**src/rtl/sccb_pkg.sv**
```systemverilog
// Shared definitions for the SCCB power-up init sequencer: table markers,
// ROM entry layout and FSM state encodings.
package sccb_pkg;

   localparam logic [7:0] END_MARK       = 8'hFF;
   localparam logic [7:0] DELAY_MARK     = 8'hFE;
   localparam logic [7:0] DEV_ID_DEFAULT = 8'h42;

   typedef struct packed {
      logic [7:0] sub_addr;
      logic [7:0] data;
   } rom_entry_t;

   typedef logic [3:0] state_t;

   localparam state_t ST_IDLE   = 4'd0;
   localparam state_t ST_FETCH  = 4'd1;
   localparam state_t ST_DECODE = 4'd2;
   localparam state_t ST_WR_REQ = 4'd3;
   localparam state_t ST_WR_REL = 4'd4;
   localparam state_t ST_RD_REQ = 4'd5;
   localparam state_t ST_RD_REL = 4'd6;
   localparam state_t ST_DELAY  = 4'd7;
   localparam state_t ST_NEXT   = 4'd8;
   localparam state_t ST_FINISH = 4'd9;
   localparam state_t ST_ERROR  = 4'd10;

endpackage

```
**src/rtl/sccb_init_sequencer_if.sv**
```systemverilog
// Request/response signals between the init sequencer and the CoreSCCB master.
interface sccb_init_sequencer_if;

   logic       start;
   logic       rw;
   logic [7:0] ip_addr;
   logic [7:0] sub_addr;
   logic [7:0] data_in;
   logic       done;
   logic [7:0] data_out;

   modport master (
      output start, rw, ip_addr, sub_addr, data_in,
      input  done, data_out
   );

   modport slave (
      input  start, rw, ip_addr, sub_addr, data_in,
      output done, data_out
   );

endinterface

```
**src/rtl/sccb_init_rom.sv**
```systemverilog
// Register table ROM, one {sub_addr, data} entry per word, read with one cycle
// of latency. Contents arrive as a flattened parameter built from the hex table.
module sccb_init_rom #(
   parameter int                    DEPTH = 256,
   parameter int                    AW    = $clog2(DEPTH),
   parameter logic [DEPTH*16-1:0]   INIT  = '1
) (
   input  logic          PCLK,
   input  logic [AW-1:0] addr,
   output logic [15:0]   data
);

   logic [15:0] mem [DEPTH];

   for (genvar g = 0; g < DEPTH; g++) begin : g_mem
      assign mem[g] = INIT[g*16 +: 16];
   end

   always_ff @(posedge PCLK) begin
      data <= mem[addr];
   end

endmodule

```
**src/rtl/sccb_init_sequencer.sv**
```systemverilog
// Walks the init table and drives CoreSCCB: one write per entry, optional
// read-back compare, ms delay and end-of-table markers.
//
//   state  | meaning
//   IDLE   | waiting for go
//   FETCH  | ROM address = index
//   DECODE | classify entry: end / delay / register write
//   WR_REQ | start high (write) until done seen
//   WR_REL | wait for done to drop
//   RD_REQ | start high (read-back) until done seen, capture data
//   RD_REL | wait for done to drop, compare read-back
//   DELAY  | count down nn ms
//   NEXT   | advance index, stop at last entry
//   FINISH | raise seq_done, drop busy
//   ERROR  | raise seq_err, record err_index, drop busy
module sccb_init_sequencer
   import sccb_pkg::*;
#(
   parameter int                          CLK_FREQ    = 10_000_000,
   parameter logic [7:0]                  DEV_ID      = DEV_ID_DEFAULT,
   parameter int                          TABLE_DEPTH = 256,
   parameter int                          TIMEOUT_CYC = 2_000_000,
   parameter int                          VERIFY      = 1,
   localparam int                         AW          = $clog2(TABLE_DEPTH),
   parameter logic [TABLE_DEPTH*16-1:0]   ROM_INIT    = '1
) (
   input  logic                 PCLK,
   input  logic                 PRESETN,
   input  logic                 go,
   output logic                 busy,
   output logic                 seq_done,
   output logic                 seq_err,
   output logic [AW-1:0]        err_index,
   sccb_init_sequencer_if.master bus
);

   localparam int          CPM     = CLK_FREQ / 1000;
   localparam int          DW      = $clog2(255 * CPM + 1);
   localparam int          TW      = $clog2(TIMEOUT_CYC + 1);
   localparam logic [AW-1:0] LAST  = AW'(TABLE_DEPTH - 1);
   localparam logic [TW-1:0] TO_LOAD = TW'(TIMEOUT_CYC);

   state_t        state;
   logic [AW-1:0] index;
   logic          start_q;
   logic          rw_q;
   logic [7:0]    ip_q;
   logic [7:0]    sub_q;
   logic [7:0]    wdata_q;
   logic [7:0]    rdata_q;
   logic [DW-1:0] dly_cnt;
   logic [TW-1:0] to_cnt;
   logic [15:0]   rom_data;
   rom_entry_t    entry;
   logic          to_hit;

   sccb_init_rom #(
      .DEPTH (TABLE_DEPTH),
      .AW    (AW),
      .INIT  (ROM_INIT)
   ) u_rom (
      .PCLK (PCLK),
      .addr (index),
      .data (rom_data)
   );

   assign entry  = rom_data;
   assign to_hit = (to_cnt <= TW'(1));

   assign bus.start    = start_q;
   assign bus.rw       = rw_q;
   assign bus.ip_addr  = ip_q;
   assign bus.sub_addr = sub_q;
   assign bus.data_in  = wdata_q;

   always_ff @(posedge PCLK or negedge PRESETN) begin
      if (!PRESETN) begin
         state     <= ST_IDLE;
         index     <= '0;
         busy      <= 1'b0;
         seq_done  <= 1'b0;
         seq_err   <= 1'b0;
         err_index <= '0;
         start_q   <= 1'b0;
         rw_q      <= 1'b0;
         ip_q      <= '0;
         sub_q     <= '0;
         wdata_q   <= '0;
         rdata_q   <= '0;
         dly_cnt   <= '0;
         to_cnt    <= '0;
      end else begin
         case (state)
            ST_IDLE: begin
               if (go) begin
                  seq_done <= 1'b0;
                  seq_err  <= 1'b0;
                  busy     <= 1'b1;
                  index    <= '0;
                  state    <= ST_FETCH;
               end
            end
            ST_FETCH: state <= ST_DECODE;
            ST_DECODE: begin
               if (entry.sub_addr == END_MARK && entry.data == END_MARK) begin
                  state <= ST_FINISH;
               end else if (entry.sub_addr == DELAY_MARK) begin
                  dly_cnt <= DW'(entry.data) * DW'(CPM);
                  state   <= (entry.data == 8'd0) ? ST_NEXT : ST_DELAY;
               end else begin
                  sub_q   <= entry.sub_addr;
                  wdata_q <= entry.data;
                  rw_q    <= 1'b0;
                  ip_q    <= DEV_ID;
                  start_q <= 1'b1;
                  to_cnt  <= TO_LOAD;
                  state   <= ST_WR_REQ;
               end
            end
            ST_WR_REQ: begin
               if (bus.done) begin
                  start_q <= 1'b0;
                  to_cnt  <= TO_LOAD;
                  state   <= ST_WR_REL;
               end else if (to_hit) begin
                  start_q <= 1'b0;
                  state   <= ST_ERROR;
               end else begin
                  to_cnt <= to_cnt - 1'b1;
               end
            end
            ST_WR_REL: begin
               if (!bus.done) begin
                  if (VERIFY != 0) begin
                     rw_q    <= 1'b1;
                     ip_q    <= DEV_ID | 8'h01;
                     start_q <= 1'b1;
                     to_cnt  <= TO_LOAD;
                     state   <= ST_RD_REQ;
                  end else begin
                     state <= ST_NEXT;
                  end
               end else if (to_hit) begin
                  state <= ST_ERROR;
               end else begin
                  to_cnt <= to_cnt - 1'b1;
               end
            end
            ST_RD_REQ: begin
               if (bus.done) begin
                  rdata_q <= bus.data_out;
                  start_q <= 1'b0;
                  to_cnt  <= TO_LOAD;
                  state   <= ST_RD_REL;
               end else if (to_hit) begin
                  start_q <= 1'b0;
                  state   <= ST_ERROR;
               end else begin
                  to_cnt <= to_cnt - 1'b1;
               end
            end
            ST_RD_REL: begin
               if (!bus.done) begin
                  state <= (rdata_q != wdata_q) ? ST_ERROR : ST_NEXT;
               end else if (to_hit) begin
                  state <= ST_ERROR;
               end else begin
                  to_cnt <= to_cnt - 1'b1;
               end
            end
            ST_DELAY: begin
               if (dly_cnt <= DW'(1)) begin
                  state <= ST_NEXT;
               end else begin
                  dly_cnt <= dly_cnt - 1'b1;
               end
            end
            ST_NEXT: begin
               // The last entry stops the walk rather than wrapping to entry 0.
               if (index == LAST) begin
                  state <= ST_FINISH;
               end else begin
                  index <= index + 1'b1;
                  state <= ST_FETCH;
               end
            end
            ST_FINISH: begin
               seq_done <= 1'b1;
               busy     <= 1'b0;
               state    <= ST_IDLE;
            end
            ST_ERROR: begin
               seq_err   <= 1'b1;
               err_index <= index;
               start_q   <= 1'b0;
               busy      <= 1'b0;
               state     <= ST_IDLE;
            end
            default: state <= ST_IDLE;
         endcase
      end
   end

endmodule

```
**src/flat_wrapper.sv**
```systemverilog
// flat-port wrapper written by rule: the top's interface ports become plain ports
module sccb_init_sequencer_flat import sccb_pkg::*;
#(
   parameter int                          CLK_FREQ    = 10_000_000,
   parameter logic [7:0]                  DEV_ID      = DEV_ID_DEFAULT,
   parameter int                          TABLE_DEPTH = 256,
   parameter int                          TIMEOUT_CYC = 2_000_000,
   parameter int                          VERIFY      = 1,
   localparam int                         AW          = $clog2(TABLE_DEPTH),
   parameter logic [TABLE_DEPTH*16-1:0]   ROM_INIT    = '1
)
  (PCLK, PRESETN, go, busy, seq_done, seq_err, err_index, bus_start, bus_rw, bus_ip_addr, bus_sub_addr, bus_data_in, bus_done, bus_data_out);
  sccb_init_sequencer_if bus_i ();
  input  logic PCLK;
  input  logic PRESETN;
  input  logic go;
  output logic busy;
  output logic seq_done;
  output logic seq_err;
  output logic [AW-1:0] err_index;
  output wire logic [$bits(bus_i.start)-1:0] bus_start;
  output wire logic [$bits(bus_i.rw)-1:0] bus_rw;
  output wire logic [$bits(bus_i.ip_addr)-1:0] bus_ip_addr;
  output wire logic [$bits(bus_i.sub_addr)-1:0] bus_sub_addr;
  output wire logic [$bits(bus_i.data_in)-1:0] bus_data_in;
  input wire logic [$bits(bus_i.done)-1:0] bus_done;
  input wire logic [$bits(bus_i.data_out)-1:0] bus_data_out;
  assign bus_start = bus_i.start;
  assign bus_rw = bus_i.rw;
  assign bus_ip_addr = bus_i.ip_addr;
  assign bus_sub_addr = bus_i.sub_addr;
  assign bus_data_in = bus_i.data_in;
  assign bus_i.done = bus_done;
  assign bus_i.data_out = bus_data_out;
  sccb_init_sequencer #(.CLK_FREQ(CLK_FREQ), .DEV_ID(DEV_ID), .TABLE_DEPTH(TABLE_DEPTH), .TIMEOUT_CYC(TIMEOUT_CYC), .VERIFY(VERIFY), .ROM_INIT(ROM_INIT)) u_core (.PCLK(PCLK), .PRESETN(PRESETN), .go(go), .busy(busy), .seq_done(seq_done), .seq_err(seq_err), .err_index(err_index), .bus(bus_i));
endmodule
```
**config.mk**
```make
export PLATFORM = sky130hd
export DESIGN_NAME = sccb_init_sequencer_flat
export DESIGN_NICKNAME = d
export VERILOG_FILES = /design/src/rtl/sccb_pkg.sv /design/src/rtl/sccb_init_sequencer_if.sv /design/src/rtl/sccb_init_rom.sv /design/src/rtl/sccb_init_sequencer.sv /design/src/flat_wrapper.sv
export SDC_FILE = /design/constraint.sdc
export NUM_CORES = 1
export LEC_CHECK = 0
export CORE_UTILIZATION = 60
export DETAILED_ROUTE_END_ITERATION = 6
export PLACE_DENSITY = 0.82
export SKIP_CTS_REPAIR_TIMING = 1
export SLEW_MARGIN = 20
export SYNTH_ARGS = -nofsm -noshare
export SYNTH_HDL_FRONTEND = slang
export SYNTH_HIERARCHICAL = 1
export SYNTH_SLANG_ARGS = --single-unit
```
**constraint.sdc**
```tcl
create_clock -name PCLK -period 4.87 [get_ports PCLK]
set_input_delay 1.2175 -clock PCLK [delete_from_list [all_inputs] [get_ports PCLK]]
set_output_delay 1.2175 -clock PCLK [all_outputs]
set_load 0.05 [all_outputs]
```
==> impl_metrics.yaml, run 1 <==
pwr:
  p_leak_nw: 3.11
  peakVddDrop_v: 0.000294
  p_per_area_nw_per_um2: 583
routing:
  drtAntennaViolNets: 0
  post_drt_wl_per_cell_um: 16.5
  drtPass1Iterations: 5
  finalWirelength_um: 14000
  detail_route.vias_per_cell: 6.02
  drc_errors: 0
  num_vias: 5095
  drtIter0Drc: 368
synth:
  synth_edf_count: 0
  ys.flop_type: "dfrtp_1"
  ys_seq_area_share_pct: 36.5
  netlist_area_um2: 6380
  synth.area.top_cells: "dfrtp_1 (36%), ha_1 (9.2%), mux2_2 (5.8%)"
  synthArstFlopShare_pct: 100
  postSynthAreaPerCell_um2: 9.41
  ys_ff_latch: 93
  syn-instance-count: 678
  synth_top_area_share_pct: 36.5
  synth.largest_area_cell: "dfrtp_1"
  synthDistinctLibCells: 70
  yosysWarningCount: 6
grt:
  grt-ovfl-total: 0
  track_usage_pct: 26.5
  first_global_vias: 4919
  grt_first_pass_wirelength_um: 23400
  grt_max_degree: 66
  antenna_found_initial: 0
final_layout:
  n_antenna_cell: 0
  syn2layout_area_growth_pct: 9.32
  n_fill_cell: 775
  design_area_um2: 6970
  instances_no_fill: 847
  nets: 777
  drive_above_1_share_pct: 9.28
floorplan:
  num_rows: 37
  fp.dieH_um: 105
  die_area_um2: 11000
  core_area_um2: 10300
  die_w_um: 105
  io_pins: 49
  initial_core_util_pct: 61.8
sta:
  setup_slack_ns: 1.74
  setup_viol: 0
  drv_slew: 17
  holdWs_ns: 0.495
  hold_viol: 0
  period_needed_ns: 3.13
  slew_headroom_pct: -3.88
  skew_ns: 0.0167
  rsz0062_at_grt: "false"
  final.setup.tns_ns: 0
  worstMarginPinSlew_ns: 1.56
  timing.final.crit_share_pct: 64.2
  fmax_mhz: 320
place:
  place_ws_ns: 1.36
  place_area_um2: 6790
  place_inst: 831
  globalplace.congestion: 0.866
  place_hpwl_um: 10400
  io_buffer_count: 43
status:
  status: "complete, but fails checks"
  violations: "max-slew violations"
setup_path:
  cp-startpoint: "bus_done"
  startpoint_type: "input pin"
  critPathMaxFanout: 23
  crit_type: "input pin to flop"
  reg2reg_from: "u_core/state[1]"
  required_ns: 5.13
  crit_arrival_ns: 3.39
  cp-end-kind: "flop"
clock_tree:
  cts_tree: "built"
  clock_path_buffers: 2
  cts_htree_levels: 3
  root_buffer: "clkbuf_8"
  clkTransAtPathRegs_ns: 0.10
  numCtsBuffers: 9
  clkSinkCount: 93
  clock_latency_ns: 0.38
run:
  drv_cap: 0
hold_path:
  worstHoldStart: "u_core/bus.start"
  hold_class: "flop to flop"
## critical path: stages
cell	delay (ns)
clkdlybuf4s50_1	0.68
nand2b_1	0.18
a211o_1	0.28
a21oi_1	0.11
buf_4	0.26
and2_1	0.42
or4_1	0.18
nand2_1	0.05
## metal layers
layer,wire (um),track usage [%],up-vias,part of all wire [%]
li1,-,-,2444,-
met1,6400,36.1,2493,46
met2,6780,43.3,140,48
met3,591,3.99,18,4.2
met4,232,9.36,0,1.7
met5,0,0,-,0
## where the power goes
part | total [mW] | leakage (nW) | switching (mW) | internal [mW]
clock | 0.497 | 0.0881 | 0.304 | 0.193
sequential | 1.36 | 1.14 | 0.324 | 1.03
combinational | 2.21 | 1.88 | 1.34 | 0.864
## cells by family after synthesis
group / after synthesis / synth area share, %
AOI/OAI and AO/OA: 138 / 14.1
and+or+nand+nor: 225 / 18.2
adders and majority gates: 59 / 13.0
DFF: 93 / 36.5
other: 2 / 0.118
buffers and inverters: 88 / 6.85
muxes: 33 / 5.83
xor gates and xnor gates: 40 / 5.49
## synth_stat cells (4+ instances only)
library cell and instances:
ha_1 47, a21oi_1 40, fa_1 12, buf_4 24
nor3_1 24, o31ai_1 4, dfrtp_1 93, or3_1 4
mux2_2 33, nand2_1 33, clkbuf_1 22, nor2_1 68
nand4_1 21, and2_1 4, a211oi_1 9, a21o_1 6
o21ai_0 34, nor4_1 11, or2_2 4, nand2b_1 7
xor2_1 33, nor2b_1 5, inv_1 38, o21bai_1 4
xnor2_1 7, nand3_1 18, and3_1 5
## final timing paths
check / to / slack [ns] / cells past startpoint
worst max-delay path: u_core/to_cnt[13] / 1.74 / 8
worst min-delay path: u_core/bus.start / 0.49 / 1
worst max register to register: u_core/to_cnt[13] / 1.74 / 7
worst min register to register: u_core/bus.start / 0.49 / 1
max in group asynchronous: u_core/to_cnt[19] / 3.02 / 2
min in group asynchronous: u_core/err_index[6] / 0.92 / 1
## cell type report
cell class / count / area [um^2] / share of cell area (%)
clock inverter: 7 / 57.6 / 0.826
timing repair buffer: 48 / 465 / 6.68
multi-input combinational: 516 / 3680 / 52.9
sequential: 93 / 2330 / 33.4
tap: 136 / 170 / 2.44
inverter: 38 / 143 / 2.05
clock buffer: 9 / 124 / 1.78
## layout by cell type, fill, tap and decap left out, types with 4 or more instances in the layout
master	n
dfrtp_1	93
ha_1	47
o21ai_0	34
a21oi_1	40
xnor2_1	7
inv_1	38
buf_4	6
a211oi_1	9
and2_1	4
nor2b_1	5
nand3_1	18
or3_1	4
or2_2	4
xor2_1	33
and3_1	5
nor3_1	24
nor2_1	68
clkdlybuf4s50_1	42
nand2_1	33
conb_1	21
a21o_1	6
clkbuf_8	9
nand2b_1	7
o21bai_1	4
o31ai_1	4
fa_1	12
mux2_2	33
nor4_1	11
nand4_1	21
## registers in the layout (all words and copies together), names as in the netlist, 4 cells and up
name                 flops
u_core/bus.data_in       8
u_core/bus.sub_addr      8
u_core/dly_cnt          22
u_core/err_index         8
u_core/index             8
u_core/rdata_q           8
u_core/state             4
u_core/to_cnt           21
## metrics by stage
step	power, mW	util [%]
after CTS	3.97	67.5
after global placement	3.40	65.8
after global routing	4.33	67.5
final	4.06	67.5
after floorplan	2.99	-
after detailed placement	3.47	65.8
(Power assumes the default switching activity.)
==> inputs of run 2 (changes only) <==
--- a/config.mk
+++ b/config.mk
@@ -5,9 +5,9 @@
 export SDC_FILE = /design/constraint.sdc
 export NUM_CORES = 1
 export LEC_CHECK = 0
-export CORE_UTILIZATION = 60
+export CORE_UTILIZATION = 54
 export DETAILED_ROUTE_END_ITERATION = 6
-export PLACE_DENSITY = 0.82
+export PLACE_DENSITY = 0.78
 export SKIP_CTS_REPAIR_TIMING = 1
 export SLEW_MARGIN = 20
 export SYNTH_ARGS = -nofsm -noshare
==> constraint.sdc (replaced) <==
create_clock -name PCLK -period 2.72 [get_ports PCLK]
set_input_delay 0.68 -clock PCLK [delete_from_list [all_inputs] [get_ports PCLK]]
set_output_delay 0.68 -clock PCLK [all_outputs]
set_load 0.05 [all_outputs]
==> impl_metrics.yaml, run 2 (synthesis gave the netlist of run 1 again) <==
status:
  status: "complete, but fails checks"
  violations: "max-slew violations"
pwr:
  peakVddDrop_v: 0.000835
  p_leak_nw: 3.29
  p_per_area_nw_per_um2: 1080
floorplan:
  die_area_um2: 12200
  initial_core_util_pct: 55.6
  fp.dieH_um: 111
  core_area_um2: 11500
  die_w_um: 111
  io_pins: 49
  num_rows: 39
sta:
  hold_viol: 0
  timing.final.crit_share_pct: 95.8
  worstMarginPinSlew_ns: 1.56
  skew_ns: 0.00879
  setup_viol: 0
  setup_slack_ns: 0.115
  rsz0062_at_grt: "false"
  drv_slew: 17
  period_needed_ns: 2.61
  fmax_mhz: 384
  slew_headroom_pct: -3.90
final_layout:
  instances_no_fill: 877
  mostFrequentLayoutCells: "dfrtp_1 (93), nor2_1 (68), ha_1 (47)"
  reg.largest.list: "u_core/dly_cnt: 22 flops, u_core/to_cnt: 21 flops"
  drive_above_1_share_pct: 12.0
  regMostFlops: "u_core/dly_cnt"
  final_common_cell: "dfrtp_1"
  design_area_um2: 7300
  largest_reg_flops: 22
  n_antenna_cell: 0
  postLayoutCoreUtil_pct: 63.7
  nets: 800
  syn2layout_area_growth_pct: 14.5
grt:
  track_usage_pct: 24.3
  first_global_vias: 5112
  grt_max_degree: 44
  grt-ovfl-total: 0
  grt_first_pass_wirelength_um: 24300
  antenna_found_initial: 0
clock_tree:
  clock_latency_ns: 0.35
  cts_htree_levels: 3
  root_buffer: "clkbuf_16"
  clkTransAtPathRegs_ns: 0.07
  numCtsBuffers: 9
  cts_tree: "built"
  clkSinkCount: 93
  clock_path_buffers: 2
setup_path:
  crit_arrival_ns: 2.82
  critPathMaxFanout: 5
  crit_type: "flop to flop"
  required_ns: 2.93
  startpoint_type: "flop"
  cp-end-kind: "flop"
place:
  place_inst: 860
  io_buffer_count: 43
  place_area_um2: 6980
  place_hpwl_um: 10800
  place_ws_ns: 0.0831
  globalplace.congestion: 0.923
routing:
  drtAntennaViolNets: 0
  drc_errors: 0
  post_drt_wl_per_cell_um: 16.4
  finalWirelength_um: 14400
  num_vias: 5229
  drtPass1Iterations: 6
  drtIter0Drc: 405
  detail_route.vias_per_cell: 5.96
run:
  drv_cap: 0
hold_path:
  hold_class: "input pin to asynchronous set/reset pin"
-- run 2: cell count changes in the layout (fill, tap and decap cells not counted), sizes merged --
cell	previous run	this run
buf	6	29
bufinv	0	1
clkbuf	9	11
clkinv	2	1
inv	41	39
-- run 2: path summary, 6_finish.rpt --
| path | start | endpoint | slack, ns | depth (start not counted) |
|---|---|---|---|---|
| setup / recovery | u_core/dly_cnt[16] | u_core/state[0] | 0.11 | 8 |
| hold / removal | PRESETN | u_core/err_index[6] | 0.32 | 1 |
| setup reg to reg | u_core/dly_cnt[16] | u_core/state[0] | 0.11 | 8 |
| hold reg to reg | u_core/err_index[1] | u_core/err_index[1] | 0.51 | 1 |
| max in group asynchronous | PRESETN | u_core/state[0] | 1.74 | 2 |
| min in group PCLK | u_core/err_index[1] | u_core/err_index[1] | 0.51 | 1 |
-- run 2: final cells by class --
type	instances	area, um^2
clock inverter	5	58.8
fill	918	4170
sequential	93	2330
timing repair buffer	71	663
inverter	38	143
multi-input combinational	516	3690
clock buffer	11	243
tap	143	179
-- run 2: critical path, cell delays in order (launching register included) --
cell     delay, ns
dfrtp_1       0.40
or4_1         0.55
or4_4         0.44
buf_4         0.17
o41ai_4       0.37
buf_4         0.21
nand2_1       0.06
a31oi_1       0.16
o41ai_1       0.11
-- run 2: stage by stage --
stage / hold WS [ns] / total power, mW / TNS [ns]
finish: 0.315 / 7.88 / 0
global route: 0.357 / 8.42 / 0
CTS: 0.331 / 7.68 / 0
detailed placement: 0.489 / 6.38 / 0
global placement: 0.461 / 6.27 / -0.00721
floorplan: 0.384 / 5.34 / 0
-- run 2: metal layers --
layer  vias to the layer above  GRT usage (%)  share of wire (%)
met2                       168           39.4                 48
met1                      2553           33.1                 45
met5                         -              0                  0
li1                       2476              -                  -
met3                        32           3.99                4.4
met4                         0           8.27                2.1
-- run 2: where the power goes --
| group | internal [mW] | switching (mW) |
|---|---|---|
| Combinational | 1.71 | 2.60 |
| Clock | 0.739 | 0.528 |
| Sequential | 1.86 | 0.443 |
==> inputs of run 3 (changes only) <==
--- a/config.mk
+++ b/config.mk
@@ -5,9 +5,9 @@
 export SDC_FILE = /design/constraint.sdc
 export NUM_CORES = 1
 export LEC_CHECK = 0
-export CORE_UTILIZATION = 54
+export CORE_UTILIZATION = 60
 export DETAILED_ROUTE_END_ITERATION = 6
-export PLACE_DENSITY = 0.78
+export PLACE_DENSITY = 0.82
 export SKIP_CTS_REPAIR_TIMING = 1
 export SLEW_MARGIN = 20
 export SYNTH_ARGS = -nofsm -noshare
==> constraint.sdc (replaced) <==
create_clock -name PCLK -period 3.08 [get_ports PCLK]
set_input_delay 0.77 -clock PCLK [delete_from_list [all_inputs] [get_ports PCLK]]
set_output_delay 0.77 -clock PCLK [all_outputs]
set_load 0.05 [all_outputs]
==> impl_metrics.yaml, run 3 (synthesis gave the netlist of run 1 again) <==
sta:
  fmax_mhz: 347
  period_needed_ns: 2.88
  timing.final.crit_share_pct: 93.6
  rsz0062_at_grt: "false"
  worstMarginPinSlew_ns: 1.59
  setup_viol: 0
  hold_viol: 0
  skew_ns: 0.0144
  drv_slew: 17
  final.setup.tns_ns: 0
  slew_headroom_pct: -6.26
final_layout:
  largest_reg_flops: 22
  syn2layout_area_growth_pct: 11.5
  reg.largest.list: "u_core/dly_cnt: 22 flops, u_core/to_cnt: 21 flops"
  n_fill_cell: 763
  n_antenna_cell: 0
  final_common_cell: "dfrtp_1"
  mostFrequentLayoutCells: "dfrtp_1 (93), nor2_1 (68), ha_1 (47)"
  regMostFlops: "u_core/dly_cnt"
  nets: 788
  drive_above_1_share_pct: 10.7
floorplan:
  die_area_um2: 11000
  fp.dieH_um: 105
  initial_core_util_pct: 61.8
  core_area_um2: 10300
  io_pins: 49
  num_rows: 37
  die_w_um: 105
setup_path:
  crit_buf_inv: 0
  startpoint_type: "flop"
  crit_slowest_cell: "or4_1"
  crit_arrival_ns: 3.13
  cp-end-kind: "flop"
  required_ns: 3.33
  crit_type: "flop to flop"
  crit_family: "simple AND/OR/NAND/NOR gates"
  critPathMaxFanout: 24
  cpPeakStageDelay_ns: 0.63
  worstPathCellList: "or4_1 -> or4_4 -> o41a_1 -> nor2_4 -> a21oi_1 -> o22a_1"
routing:
  drtAntennaViolNets: 0
  num_vias: 5196
  drc_errors: 0
  detail_route.vias_per_cell: 6.06
  finalWirelength_um: 14200
  drtPass1Iterations: 5
  post_drt_wl_per_cell_um: 16.6
  drtIter0Drc: 386
clock_tree:
  clock_latency_ns: 0.37
  clkTransAtPathRegs_ns: 0.11
  cts_htree_levels: 3
  cts_tree: "built"
  clkSinkCount: 93
  numCtsBuffers: 9
  clock_path_buffers: 2
  root_buffer: "clkbuf_8"
status:
  violations: "max-slew violations"
  status: "complete, but fails checks"
pwr:
  p_per_area_nw_per_um2: 941
  p_leak_nw: 3.20
  peakVddDrop_v: 0.000610
  p_total_mw: 6.70
grt:
  grt_first_pass_wirelength_um: 24300
  grt_max_degree: 48
  antenna_found_initial: 0
  grt-ovfl-total: 0
  first_global_vias: 5135
  track_usage_pct: 27.5
run:
  drv_cap: 0
hold_path:
  hold_class: "input pin to asynchronous set/reset pin"
place:
  place_hpwl_um: 10800
  io_buffer_count: 43
  globalplace.congestion: 0.874
## run 3: cell count changes in the layout (fill, tap and decap cells not counted)
cell / before / now
clkinvlp_4: 2 / 0
clkbuf_16: 9 / 0
inv_6: 1 / 4
clkinv_4: 0 / 1
buf_4: 27 / 16
a2111oi_0: 0 / 1
clkinv_2: 1 / 0
clkbuf_1: 1 / 0
a2111oi_1: 1 / 0
buf_12: 2 / 1
clkbuf_8: 1 / 9
bufinv_16: 1 / 2
## run 3: layout make-up
type	count	area, um^2	share of cell area, %
tap	136	170	2.39
inverter	38	143	2.01
sequential	93	2330	32.7
timing repair buffer	59	561	7.88
multi-input combinational	516	3680	51.8
clock inverter	7	104	1.46
clock buffer	9	124	1.74
## run 3: per-stage QoR
step           hold slack [ns]  cells  setup WS [ns]  instance area (um^2)  utilization [%]
2_1_floorplan            0.465    697          0.588                  6450                -
3_3_place_gp             0.461    842          0.321                  6890             66.7
3_5_place_dp             0.485    842          0.226                  6890             66.7
4_1_cts                  0.425    858          0.209                  7110             68.9
5_1_grt                  0.435    858         0.0461                  7110             68.9
6_report                 0.410    858          0.196                  7110             68.9
## run 3: path summary, 6_finish.rpt
check | from | to | slack, ns | cells past startpoint
max | u_core/dly_cnt[16] | u_core/dly_cnt[15] | 0.20 | 6
min | PRESETN | u_core/rdata_q[4] | 0.41 | 1
max reg2reg | u_core/dly_cnt[16] | u_core/dly_cnt[15] | 0.20 | 6
min reg2reg | u_core/bus.start | u_core/bus.start | 0.51 | 1
max in group asynchronous | PRESETN | u_core/bus.data_in[2] | 2.00 | 2
min in group PCLK | u_core/bus.start | u_core/bus.start | 0.51 | 1
## run 3: report_power, final
group	switching [mW]	internal [mW]
registers	0.386	1.64
logic	2.29	1.44
clock network	0.468	0.470
total	3.14	3.55
## run 3: metal layers
metal,part of all wire [%],wire (um),global-route usage [%]
met1,46,6550,37.2
met2,49,7000,45.6
met3,3.6,507,4.49
met4,1.2,174,7.85
met5,0,0,0
## run 3: worst reg2reg max path, delay by kind of cell (launching register included)
family,cells,cell delay [ns]
and+or+nand+nor,3,1.54
AOI/OAI and AO/OA,3,0.84
DFF,1,0.41
